$ cat src/rtl/dcache_if.sv
// CPU, memory and data-array signals of the data-cache controller.
// The slave modport is the controller; the master modport is its environment.
interface dcache_if #(
  parameter int unsigned SET_W  = 3,
  parameter int unsigned WORDS  = 4,
  parameter int unsigned DATA_W = 32
);
  localparam int unsigned WORD_W = $clog2(WORDS);
  localparam int unsigned BE_W   = DATA_W / 8;

  logic              cpu_req;
  logic              cpu_we;
  logic              cpu_byte;
  logic [31:0]       cpu_addr;
  logic [DATA_W-1:0] cpu_wdata;
  logic [DATA_W-1:0] cpu_rdata;
  logic              cpu_ready;
  logic              inv;

  logic              mem_req;
  logic              mem_we;
  logic [31:0]       mem_addr;
  logic [DATA_W-1:0] mem_wdata;
  logic [BE_W-1:0]   mem_be;
  logic              mem_ack;
  logic [DATA_W-1:0] mem_rdata;

  logic              arr_we;
  logic [SET_W-1:0]  arr_set;
  logic              arr_way;
  logic [WORD_W-1:0] arr_word;
  logic [BE_W-1:0]   arr_be;
  logic [DATA_W-1:0] arr_wdata;
  logic [DATA_W-1:0] arr_rdata;

  modport slave (
    input  cpu_req, cpu_we, cpu_byte, cpu_addr, cpu_wdata, inv, mem_ack, mem_rdata, arr_rdata,
    output cpu_rdata, cpu_ready, mem_req, mem_we, mem_addr, mem_wdata, mem_be,
    output arr_we, arr_set, arr_way, arr_word, arr_be, arr_wdata
  );

  modport master (
    output cpu_req, cpu_we, cpu_byte, cpu_addr, cpu_wdata, inv, mem_ack, mem_rdata, arr_rdata,
    input  cpu_rdata, cpu_ready, mem_req, mem_we, mem_addr, mem_wdata, mem_be,
    input  arr_we, arr_set, arr_way, arr_word, arr_be, arr_wdata
  );
endinterface

$ cat src/rtl/dcache_ctrl.sv
// 2-way set-associative data-cache sequencer: hit check, LRU, 4-beat refill on
// load miss, write-through / no-write-allocate stores.
module dcache_ctrl #(
  parameter int unsigned TAG_W  = 25,
  parameter int unsigned SET_W  = 3,
  parameter int unsigned WORDS  = 4,
  parameter int unsigned DATA_W = 32
) (
  input logic       clk,
  input logic       rst_n,
  dcache_if.slave   bus
);
  localparam int unsigned NSETS  = 2 ** SET_W;
  localparam int unsigned WORD_W = $clog2(WORDS);
  localparam int unsigned BE_W   = DATA_W / 8;

  typedef enum logic [1:0] {StIdle, StRefill, StResp, StWrite} state_e;

  state_e                  state_q, state_d;
  logic [NSETS-1:0][1:0]   valid_q;
  logic [NSETS-1:0]        lru_q;
  logic [TAG_W-1:0]        tag_q [NSETS][2];
  logic                    victim_q;
  logic [WORD_W-1:0]       cnt_q;
  logic                    hit_q;
  logic                    hit_way_q;

  logic [TAG_W-1:0]  addr_tag;
  logic [SET_W-1:0]  addr_set;
  logic [WORD_W-1:0] addr_word;
  logic [1:0]        addr_byte;
  logic              hit0, hit1, hit, victim, last_beat;
  logic [BE_W-1:0]   st_be;
  logic [DATA_W-1:0] st_data;

  assign addr_tag  = bus.cpu_addr[31 -: TAG_W];
  assign addr_set  = bus.cpu_addr[2+WORD_W +: SET_W];
  assign addr_word = bus.cpu_addr[2 +: WORD_W];
  assign addr_byte = bus.cpu_addr[1:0];

  assign hit0 = valid_q[addr_set][0] && (tag_q[addr_set][0] == addr_tag);
  assign hit1 = valid_q[addr_set][1] && (tag_q[addr_set][1] == addr_tag);
  assign hit  = hit0 | hit1;

  // Fill an empty way first (way 0 preferred) before evicting the LRU way.
  assign victim = !valid_q[addr_set][0] ? 1'b0 :
                  !valid_q[addr_set][1] ? 1'b1 : lru_q[addr_set];

  assign last_beat = (cnt_q == WORD_W'(WORDS - 1));

  assign st_be   = bus.cpu_byte ? (BE_W'(1) << addr_byte) : {BE_W{1'b1}};
  assign st_data = bus.cpu_byte ? {(DATA_W/8){bus.cpu_wdata[7:0]}} : bus.cpu_wdata;

  assign bus.cpu_rdata = bus.cpu_byte ?
                         {{(DATA_W-8){1'b0}}, bus.arr_rdata[{addr_byte, 3'b000} +: 8]} :
                         bus.arr_rdata;

  always_ff @(posedge clk or negedge rst_n) begin
    if (!rst_n) state_q <= StIdle;
    else        state_q <= state_d;
  end

  always_comb begin
    state_d = state_q;
    unique case (state_q)
      StIdle: begin
        if (!bus.inv && bus.cpu_req) begin
          if (bus.cpu_we)  state_d = StWrite;
          else if (!hit)   state_d = StRefill;
        end
      end
      StRefill: if (bus.mem_ack && last_beat) state_d = StResp;
      StResp:   state_d = StIdle;
      StWrite:  if (bus.mem_ack) state_d = StIdle;
    endcase
  end

  always_comb begin
    bus.cpu_ready = 1'b0;
    bus.mem_req   = 1'b0;
    bus.mem_we    = 1'b0;
    bus.mem_addr  = '0;
    bus.mem_wdata = '0;
    bus.mem_be    = '0;
    bus.arr_we    = 1'b0;
    bus.arr_set   = addr_set;
    bus.arr_way   = hit1;
    bus.arr_word  = addr_word;
    bus.arr_be    = '0;
    bus.arr_wdata = '0;
    unique case (state_q)
      StIdle: begin
        bus.cpu_ready = !bus.inv && bus.cpu_req && !bus.cpu_we && hit;
      end
      StRefill: begin
        bus.mem_req  = 1'b1;
        bus.mem_addr = {addr_tag, addr_set, cnt_q, 2'b00};
        bus.arr_way  = victim_q;
        bus.arr_word = cnt_q;
        if (bus.mem_ack) begin
          bus.arr_we    = 1'b1;
          bus.arr_be    = {BE_W{1'b1}};
          bus.arr_wdata = bus.mem_rdata;
        end
      end
      StResp: begin
        bus.arr_way   = victim_q;
        bus.cpu_ready = 1'b1;
      end
      StWrite: begin
        bus.mem_req   = 1'b1;
        bus.mem_we    = 1'b1;
        bus.mem_addr  = bus.cpu_addr;
        bus.mem_wdata = st_data;
        bus.mem_be    = st_be;
        bus.arr_way   = hit_way_q;
        if (bus.mem_ack) begin
          bus.cpu_ready = 1'b1;
          bus.arr_we    = hit_q;
          bus.arr_be    = st_be;
          bus.arr_wdata = st_data;
        end
      end
    endcase
  end

  // Victim is invalidated at miss detection so a half-filled line never hits.
  always_ff @(posedge clk or negedge rst_n) begin
    if (!rst_n) begin
      valid_q   <= '0;
      lru_q     <= '0;
      victim_q  <= 1'b0;
      cnt_q     <= '0;
      hit_q     <= 1'b0;
      hit_way_q <= 1'b0;
    end else begin
      unique case (state_q)
        StIdle: begin
          if (bus.inv) begin
            valid_q <= '0;
            lru_q   <= '0;
          end else if (bus.cpu_req) begin
            if (bus.cpu_we) begin
              hit_q     <= hit;
              hit_way_q <= hit1;
            end else if (hit) begin
              lru_q[addr_set] <= ~hit1;
            end else begin
              victim_q                 <= victim;
              valid_q[addr_set][victim] <= 1'b0;
              cnt_q                    <= '0;
            end
          end
        end
        StRefill: begin
          if (bus.mem_ack) begin
            cnt_q <= cnt_q + 1'b1;
            if (last_beat) begin
              valid_q[addr_set][victim_q] <= 1'b1;
              lru_q[addr_set]             <= ~victim_q;
            end
          end
        end
        StWrite: begin
          if (bus.mem_ack && hit_q) lru_q[addr_set] <= ~hit_way_q;
        end
        StResp: ;
      endcase
    end
  end

  always_ff @(posedge clk) begin
    if (state_q == StRefill && bus.mem_ack && last_beat) begin
      tag_q[addr_set][victim_q] <= addr_tag;
    end
  end
endmodule

$ cat src/flat_wrapper.sv
// flat-port wrapper written by rule: the top's interface ports become plain ports
module dcache_ctrl_flat 
#(
  parameter int unsigned TAG_W  = 25,
  parameter int unsigned SET_W  = 3,
  parameter int unsigned WORDS  = 4,
  parameter int unsigned DATA_W = 32
)
  (clk, rst_n, bus_cpu_req, bus_cpu_we, bus_cpu_byte, bus_cpu_addr, bus_cpu_wdata, bus_inv, bus_mem_ack, bus_mem_rdata, bus_arr_rdata, bus_cpu_rdata, bus_cpu_ready, bus_mem_req, bus_mem_we, bus_mem_addr, bus_mem_wdata, bus_mem_be, bus_arr_we, bus_arr_set, bus_arr_way, bus_arr_word, bus_arr_be, bus_arr_wdata);
  dcache_if #(.SET_W(SET_W), .WORDS(WORDS), .DATA_W(DATA_W)) bus_i ();
  input logic clk;
  input logic rst_n;
  input wire logic [$bits(bus_i.cpu_req)-1:0] bus_cpu_req;
  input wire logic [$bits(bus_i.cpu_we)-1:0] bus_cpu_we;
  input wire logic [$bits(bus_i.cpu_byte)-1:0] bus_cpu_byte;
  input wire logic [$bits(bus_i.cpu_addr)-1:0] bus_cpu_addr;
  input wire logic [$bits(bus_i.cpu_wdata)-1:0] bus_cpu_wdata;
  input wire logic [$bits(bus_i.inv)-1:0] bus_inv;
  input wire logic [$bits(bus_i.mem_ack)-1:0] bus_mem_ack;
  input wire logic [$bits(bus_i.mem_rdata)-1:0] bus_mem_rdata;
  input wire logic [$bits(bus_i.arr_rdata)-1:0] bus_arr_rdata;
  output wire logic [$bits(bus_i.cpu_rdata)-1:0] bus_cpu_rdata;
  output wire logic [$bits(bus_i.cpu_ready)-1:0] bus_cpu_ready;
  output wire logic [$bits(bus_i.mem_req)-1:0] bus_mem_req;
  output wire logic [$bits(bus_i.mem_we)-1:0] bus_mem_we;
  output wire logic [$bits(bus_i.mem_addr)-1:0] bus_mem_addr;
  output wire logic [$bits(bus_i.mem_wdata)-1:0] bus_mem_wdata;
  output wire logic [$bits(bus_i.mem_be)-1:0] bus_mem_be;
  output wire logic [$bits(bus_i.arr_we)-1:0] bus_arr_we;
  output wire logic [$bits(bus_i.arr_set)-1:0] bus_arr_set;
  output wire logic [$bits(bus_i.arr_way)-1:0] bus_arr_way;
  output wire logic [$bits(bus_i.arr_word)-1:0] bus_arr_word;
  output wire logic [$bits(bus_i.arr_be)-1:0] bus_arr_be;
  output wire logic [$bits(bus_i.arr_wdata)-1:0] bus_arr_wdata;
  assign bus_i.cpu_req = bus_cpu_req;
  assign bus_i.cpu_we = bus_cpu_we;
  assign bus_i.cpu_byte = bus_cpu_byte;
  assign bus_i.cpu_addr = bus_cpu_addr;
  assign bus_i.cpu_wdata = bus_cpu_wdata;
  assign bus_i.inv = bus_inv;
  assign bus_i.mem_ack = bus_mem_ack;
  assign bus_i.mem_rdata = bus_mem_rdata;
  assign bus_i.arr_rdata = bus_arr_rdata;
  assign bus_cpu_rdata = bus_i.cpu_rdata;
  assign bus_cpu_ready = bus_i.cpu_ready;
  assign bus_mem_req = bus_i.mem_req;
  assign bus_mem_we = bus_i.mem_we;
  assign bus_mem_addr = bus_i.mem_addr;
  assign bus_mem_wdata = bus_i.mem_wdata;
  assign bus_mem_be = bus_i.mem_be;
  assign bus_arr_we = bus_i.arr_we;
  assign bus_arr_set = bus_i.arr_set;
  assign bus_arr_way = bus_i.arr_way;
  assign bus_arr_word = bus_i.arr_word;
  assign bus_arr_be = bus_i.arr_be;
  assign bus_arr_wdata = bus_i.arr_wdata;
  dcache_ctrl #(.TAG_W(TAG_W), .SET_W(SET_W), .WORDS(WORDS), .DATA_W(DATA_W)) u_core (.clk(clk), .rst_n(rst_n), .bus(bus_i));
endmodule
$ cat config.mk
export PLATFORM = sky130hd
export DESIGN_NAME = dcache_ctrl_flat
export DESIGN_NICKNAME = d
export VERILOG_FILES = /design/src/rtl/dcache_if.sv /design/src/rtl/dcache_ctrl.sv /design/src/flat_wrapper.sv
export SDC_FILE = /design/constraint.sdc
export NUM_CORES = 1
export LEC_CHECK = 0
export BUFFER_PORTS_ARGS = -buffer_cell sky130_fd_sc_hd__clkbuf_2
export CAP_MARGIN = 5
export CORE_ASPECT_RATIO = 1.2
export CORE_MARGIN = 8
export CORE_UTILIZATION = 30
export DETAILED_ROUTE_END_ITERATION = 10
export GPL_ROUTABILITY_DRIVEN = 0
export SLEW_MARGIN = 5
export SYNTH_ARGS = -nofsm -noshare
export SYNTH_HDL_FRONTEND = slang
export SYNTH_SLANG_ARGS = --single-unit
$ cat constraint.sdc
create_clock -name clk -period 4.4 [get_ports clk]
set_input_delay 0 -clock clk [delete_from_list [all_inputs] [get_ports clk]]
set_output_delay 0 -clock clk [all_outputs]
set_load 0.1 [all_outputs]
# Word-level counts from Yosys, hierarchy flattened
# Memory sizes are Yosys's and may differ from the RTL's.
# Cells that the tools add are included.
[word_totals] input_bits=135 word_cells=154 memories=1 mem_bits_rw=400 regBits=31
[memory_table] name="u_core.tag_q" depth=8 width=50 rd=1 rd_ports_with_merged_regs=0 wr=1 line="dcache_ctrl.sv:22" source="logic [TAG_W-1:0] tag_q [NSETS][2];"
[classes] reduce_logical=26 n_shift=2 n_mux=70 addsub=1 n_bitwise=11 eq_ne=21 order_cmp=8
[ops] cell="2-to-1 mux 32 bit" count=5
[ops] cell="case mux 32 bit (2 select lines)" count=2
[ops] cell="2-to-1 mux 16 bit" count=6
[ops] cell="2-to-1 mux 8 bit" count=7
[ops] cell="== test 25 bit" count=2
[ops] cell="2-to-1 mux 50 bit" count=1
[ops] cell="case mux 16 bit (2 select lines)" count=1
[ops] cell="variable part select 32 x 6 -> 8 bit" count=1
[ops] cell="2-to-1 mux 2 bit" count=14
[ops] cell="demux 25 bit (select 1 bit)" count=1
[ops] cell="2-to-1 mux 25 bit" count=1
[ops] cell="bitwise mux 8 bit" count=3
[ops] cell="case mux 8 bit (3 select lines)" count=1
[ops] cell="bitwise AND 16 bit" count=1
[ops] cell="2-to-1 mux 4 bit" count=4
[ops] cell="inverter 16 bit" count=1
[ops] cell="bitwise OR 16 bit" count=1
[ops] cell="logical AND 1 bit" count=13
[ops] cell="demux 2 bit (select 3 bit)" count=2
[ops] cell="!= test 2 bit (second input constant)" count=6
[ops] cell="!= test 3 bit (second input constant)" count=4
[ops] cell="AND reduction 6 bit" count=2
[ops] cell="2-to-1 mux 1 bit" count=11
[ops] cell="!= test 2 x 1 -> 1 bit (second input constant)" count=4
[ops] cell="other kinds (31)" count=45

# Longest topological paths before layout
[depth] word_depth=17 ltp_mapped=16 mapped_depth_nobuf=9

# Worst setup path before layout
# No wires, ideal clock.
[synth_path] path_kind="register to output" from="reg u_core.state_q[1]" to="out bus_arr_be[3]" required_time_ns=4.400 arrival_ns=3.940 path_buffers=2 path_slack_ns=0.460 stages_incl_launch_ff=6 cell_sequence="dfrtp_1 ha_1 clkbuf_1 nand2_1 clkbuf_1 o21ai_0"
[synth_between] elab_chain_cells=2
[synth_rtl] item="start: declaration" line="dcache_ctrl.sv:19" source="state_e state_q, state_d;"
[synth_rtl] item="start signal: assignment" line="dcache_ctrl.sv:59" source="if (!rst_n) state_q <= StIdle;"
[synth_rtl] item="start signal: assignment" line="dcache_ctrl.sv:60" source="else state_q <= state_d;"
[synth_rtl] item="== test 2 bit / == test 2 x 1 -> 1 bit (equally long branches)" line="dcache_ctrl.sv:91" source="unique case (state_q)"
[synth_rtl] item="case mux 4 bit (2 select lines) (*)" line="dcache_ctrl.sv:91"
[synth_rtl] item="end: declaration" line="flat_wrapper.sv:33" source="output wire logic [$bits(bus_i.arr_be)-1:0] bus_arr_be;"
# Mark *: on every way between the ends. The rest lies on a longest branch, timed or not.

# Final worst setup path
[layout_path] from="mem u_core.tag_q[5][45] (netlist name)" to="out bus_cpu_ready"
[layout_between] elab_chain_cells=6
[layout_rtl] item="start: declaration" line="dcache_ctrl.sv:22"
[layout_rtl] item="memory (8 x 50 bit)"
[layout_rtl] item="== test 25 bit" line="dcache_ctrl.sv:41" source="assign hit0 = valid_q[addr_set][0] && (tag_q[addr_set][0] == addr_tag);"
[layout_rtl] item="logical AND 1 bit" line="dcache_ctrl.sv:41"
[layout_rtl] item="bitwise OR 1 bit" line="dcache_ctrl.sv:43" source="assign hit = hit0 | hit1;"
[layout_rtl] item="logical AND 1 bit" line="dcache_ctrl.sv:93" source="bus.cpu_ready = !bus.inv && bus.cpu_req && !bus.cpu_we && hit;"
[layout_rtl] item="case mux 1 bit (3 select lines)" line="dcache_ctrl.sv:91"
[layout_rtl] item="end: declaration" line="flat_wrapper.sv:23" source="output wire logic [$bits(bus_i.cpu_ready)-1:0] bus_cpu_ready;"
# Every way passes these cells.

==> summary.txt <==
Yosys
  • #FFs+latches synth: 431
  • Avg Inst Size Synth: 14.80 um^2
  • Netlist cell types: 59
  • Register area share after synthesis: 0.6439
  • Main synth FF type: edfxtp_1
  • Cell count after synthesis: 1342
  • Post-synth EDFFs: 400
  • Async set or reset register ratio after synthesis: 0.07193
  • Post-Syn Nets: 1482
  • Yosys Warn Count: 0
  • Mapped cell area: 19860 um^2

GRT
  • Pin count of the biggest net entering global routing: 50
  • First-pass GRT wire length: 88840 um
  • Vias in the first global route: 13676
  • All-Layer GR Usage: 0.1550
  • GR Overflow Total: 0
  • M2 GR Usage: 0.2755
  • Met3 usage: 0.03118
  • Top Usage Layer GRT: met2
  • Initial antenna violation count: 0
  • Met1 Track Usage GR: 0.1843

Timing
  • Layout Skew: 0.03448 ns
  • Slew Limit Fails: 0
  • Setup Viol. Count Final: 0
  • Total negative slack: 0 ns
  • Final Hold Viols: 0
  • RSZ-0062 raised after global routing: no
  • Period minus WS final: 3.689 ns
  • Min Hold Slack: 0.006057 ns
  • Fmax achieved: 0.2711 GHz
  • Final period util: 0.8384
  • Rel. slew slack: 0.3983
  • Setup WS post-layout: 0.7109 ns
  • Worst slew pin tran: 0.8957 ns

Layout
  • Area grow syn2layout: 22.94%
  • Nets: 1800
  • Post-layout util: 0.3722
  • Share of layout cells above drive strength 1: 0.2929

Setup path
  • Worst r2r src: u_core.tag_q[5][45]
  • Worst reg-to-reg path cell count: 8
  • WS Path Type: reg2out
  • Startpoint types: register
  • Worst Setup EP: bus_cpu_ready
  • FF-to-FF End: u_core.lru_q[1]
  • Worst setup path start: u_core.tag_q[5][45]
  • Critical path required time: 4.40 ns
  • Arr. time, crit path: 3.69 ns
  • Critical path peak fanout: 44
  • Crit end category: output pin
  • R2r setup slk: 1.03 ns

Die
  • Die ar.: 74720 um^2
  • Initial Utilization: 0.3027
  • Die H: 297.8 um
  • Area of the core: 65600 um^2
  • Site row count: 103
  • I/O pin count: 281
  • Die width: 250.9 um

CTS
  • Post-CTS Repair Setup Buffers: 0
  • CTS max path bufs: 3
  • Clk slew on worst S/H paths: 0.06 ns
  • CTS buffer count: 44
  • Clock sink count: 431
  • Clock Latency Late Sink: 0.59 ns
  • CTS tree: done
  • CTS-repair resized insts: 0
  • CTS H-tree depth: 2
  • CTS root buffer: clkbuf_16

Route
  • First-pass DRT Iterations: 5
  • Routed length per instance: 23.78 um
  • Total number of vias: 13279
  • Vias per inst: 5.247
  • Final ANT Viol Nets: 0
  • DRC errors left: 0
  • Initial drt markers: 1022
  • Final wirelength: 60190 um

Outcome
  • Outcome: complete, no violations

Worst hold path
  • Worst min path class: in2reg

Power and ir drop
  • Leak: 8.919 nW
  • PD cells: 489.0 nW/um^2
  • Peak supply drop: 0.0003774 V

Place
  • IO buf count: 280
  • HPWL Detailed: 39800 um
  • Placement Setup Slack: 0.5595 ns

Run
  • MaxCap Viol Count: 0
-- cell type report --
type	instances	area (um^2)
antenna	1	2.502
clock buffer	54	1139
clock inverter	22	220.2
fill	6186	41180
inverter	8	30.03
multi-input combinational	812	6633
sequential	431	12790
tap	840	1051
timing repair buffer	363	2552
-- metal layers --
metal | vias up | part of all wire
met4 | 0 | 0.034
li1 | 5852 | -
met5 | - | 0
met2 | 593 | 0.51
met1 | 6738 | 0.39
met3 | 96 | 0.068
-- layout by cell type (no fill, tap or decap), drive strengths merged, types with 13 or more instances in the layout --
master,instances
a22oi,45
buf,87
dlygate4sd3,27
nor3,13
a22o,19
nor2,45
nand3,21
o21ai,52
edfxtp,400
a21oi,35
xor2,29
dfrtp,31
mux4,55
clkinv,19
nand2,95
and2,46
mux2i,145
nor2b,56
clkbuf,303
-- report_power, final --
part | total [W] | switching (W) | internal, W | leakage [nW]
registers | 0.00462 | 0.0000732 | 0.00455 | 4.01
clock network | 0.00359 | 0.00156 | 0.00202 | 0.659
logic | 0.00373 | 0.00285 | 0.000888 | 4.25
total | 0.0119 | 0.00448 | 0.00746 | 8.92
-- state kept, by name (all words and copies together), names as in the netlist --
signal and cells:
u_core.lru_q 8, u_core.tag_q 400, u_core.victim_q 1, u_core.state_q 2
u_core.hit_way_q 1, u_core.hit_q 1, u_core.cnt_q 2, u_core.valid_q 16
-- synthesized netlist by cell type, drive strengths merged, types with 13 or more instances --
master	n	area, um^2
a21oi	35	175.2
a22o	19	166.4
a22oi	45	367.8
and2	46	287.8
buf	49	359.1
clkbuf	42	157.7
dfrtp	31	775.7
edfxtp	400	12010
mux2i	145	1451
mux4	55	1239
nand2	95	356.6
nand3	21	105.1
nor2	45	168.9
nor2b	56	350.3
nor3	13	65.06
o21ai	52	271.5
xor2	29	254.0
-- logic make-up after synthesis --
| family | after synthesis | synth area share |
|---|---|---|
| compound gates | 232 | 0.08241 |
| simple gates | 325 | 0.08392 |
| fa+ha+maj | 5 | 0.003150 |
| mux | 211 | 0.1419 |
| flops | 431 | 0.6439 |
| buf+inv | 99 | 0.02753 |
| xor+xnor | 39 | 0.01720 |
-- worst max-delay path, stage by stage (launching register included) --
cell	delay, ns
edfxtp_1	0.37
mux4_2	0.48
mux2i_1	0.17
xor2_1	0.26
nand4_1	0.17
or4_1	0.65
o21ai_4	0.23
buf_12	0.25
a211oi_1	0.11
nor2_1	0.20
buf_12	0.21
-- stage by stage --
| step | total power [W] | instance area (um^2) | instances |
|---|---|---|---|
| 2_1_floorplan | 0.007443 | 19860 | 1342 |
| 3_3_place_gp | 0.008396 | 22780 | 2427 |
| 3_5_place_dp | 0.008430 | 22780 | 2427 |
| 4_1_cts | 0.01202 | 24410 | 2530 |
| 5_1_grt | 0.01235 | 24410 | 2530 |
| 6_report | 0.01194 | 24410 | 2531 |
-- how the worst min path moves through the flow --
stage	from	cells past startpoint	endpoint
5_1_grt	bus_cpu_addr[27]	1	u_core.tag_q[1][45]
3_3_place_gp	rst_n	1	u_core.valid_q[15]
4_1_cts	bus_cpu_addr[11]	1	u_core.tag_q[4][29]
2_1_floorplan	rst_n	0	u_core.cnt_q[0]
6_report	bus_cpu_addr[11]	1	u_core.tag_q[2][4]
3_5_place_dp	rst_n	1	u_core.valid_q[9]
-- what timing repair did --
item	4_1_cts	5_1_grt
hold buffers	27	0
endpoints found under the hold margin	404	0
endpoints found under the setup margin	0	0
Note: power is estimated with default switching activity, not from simulation.
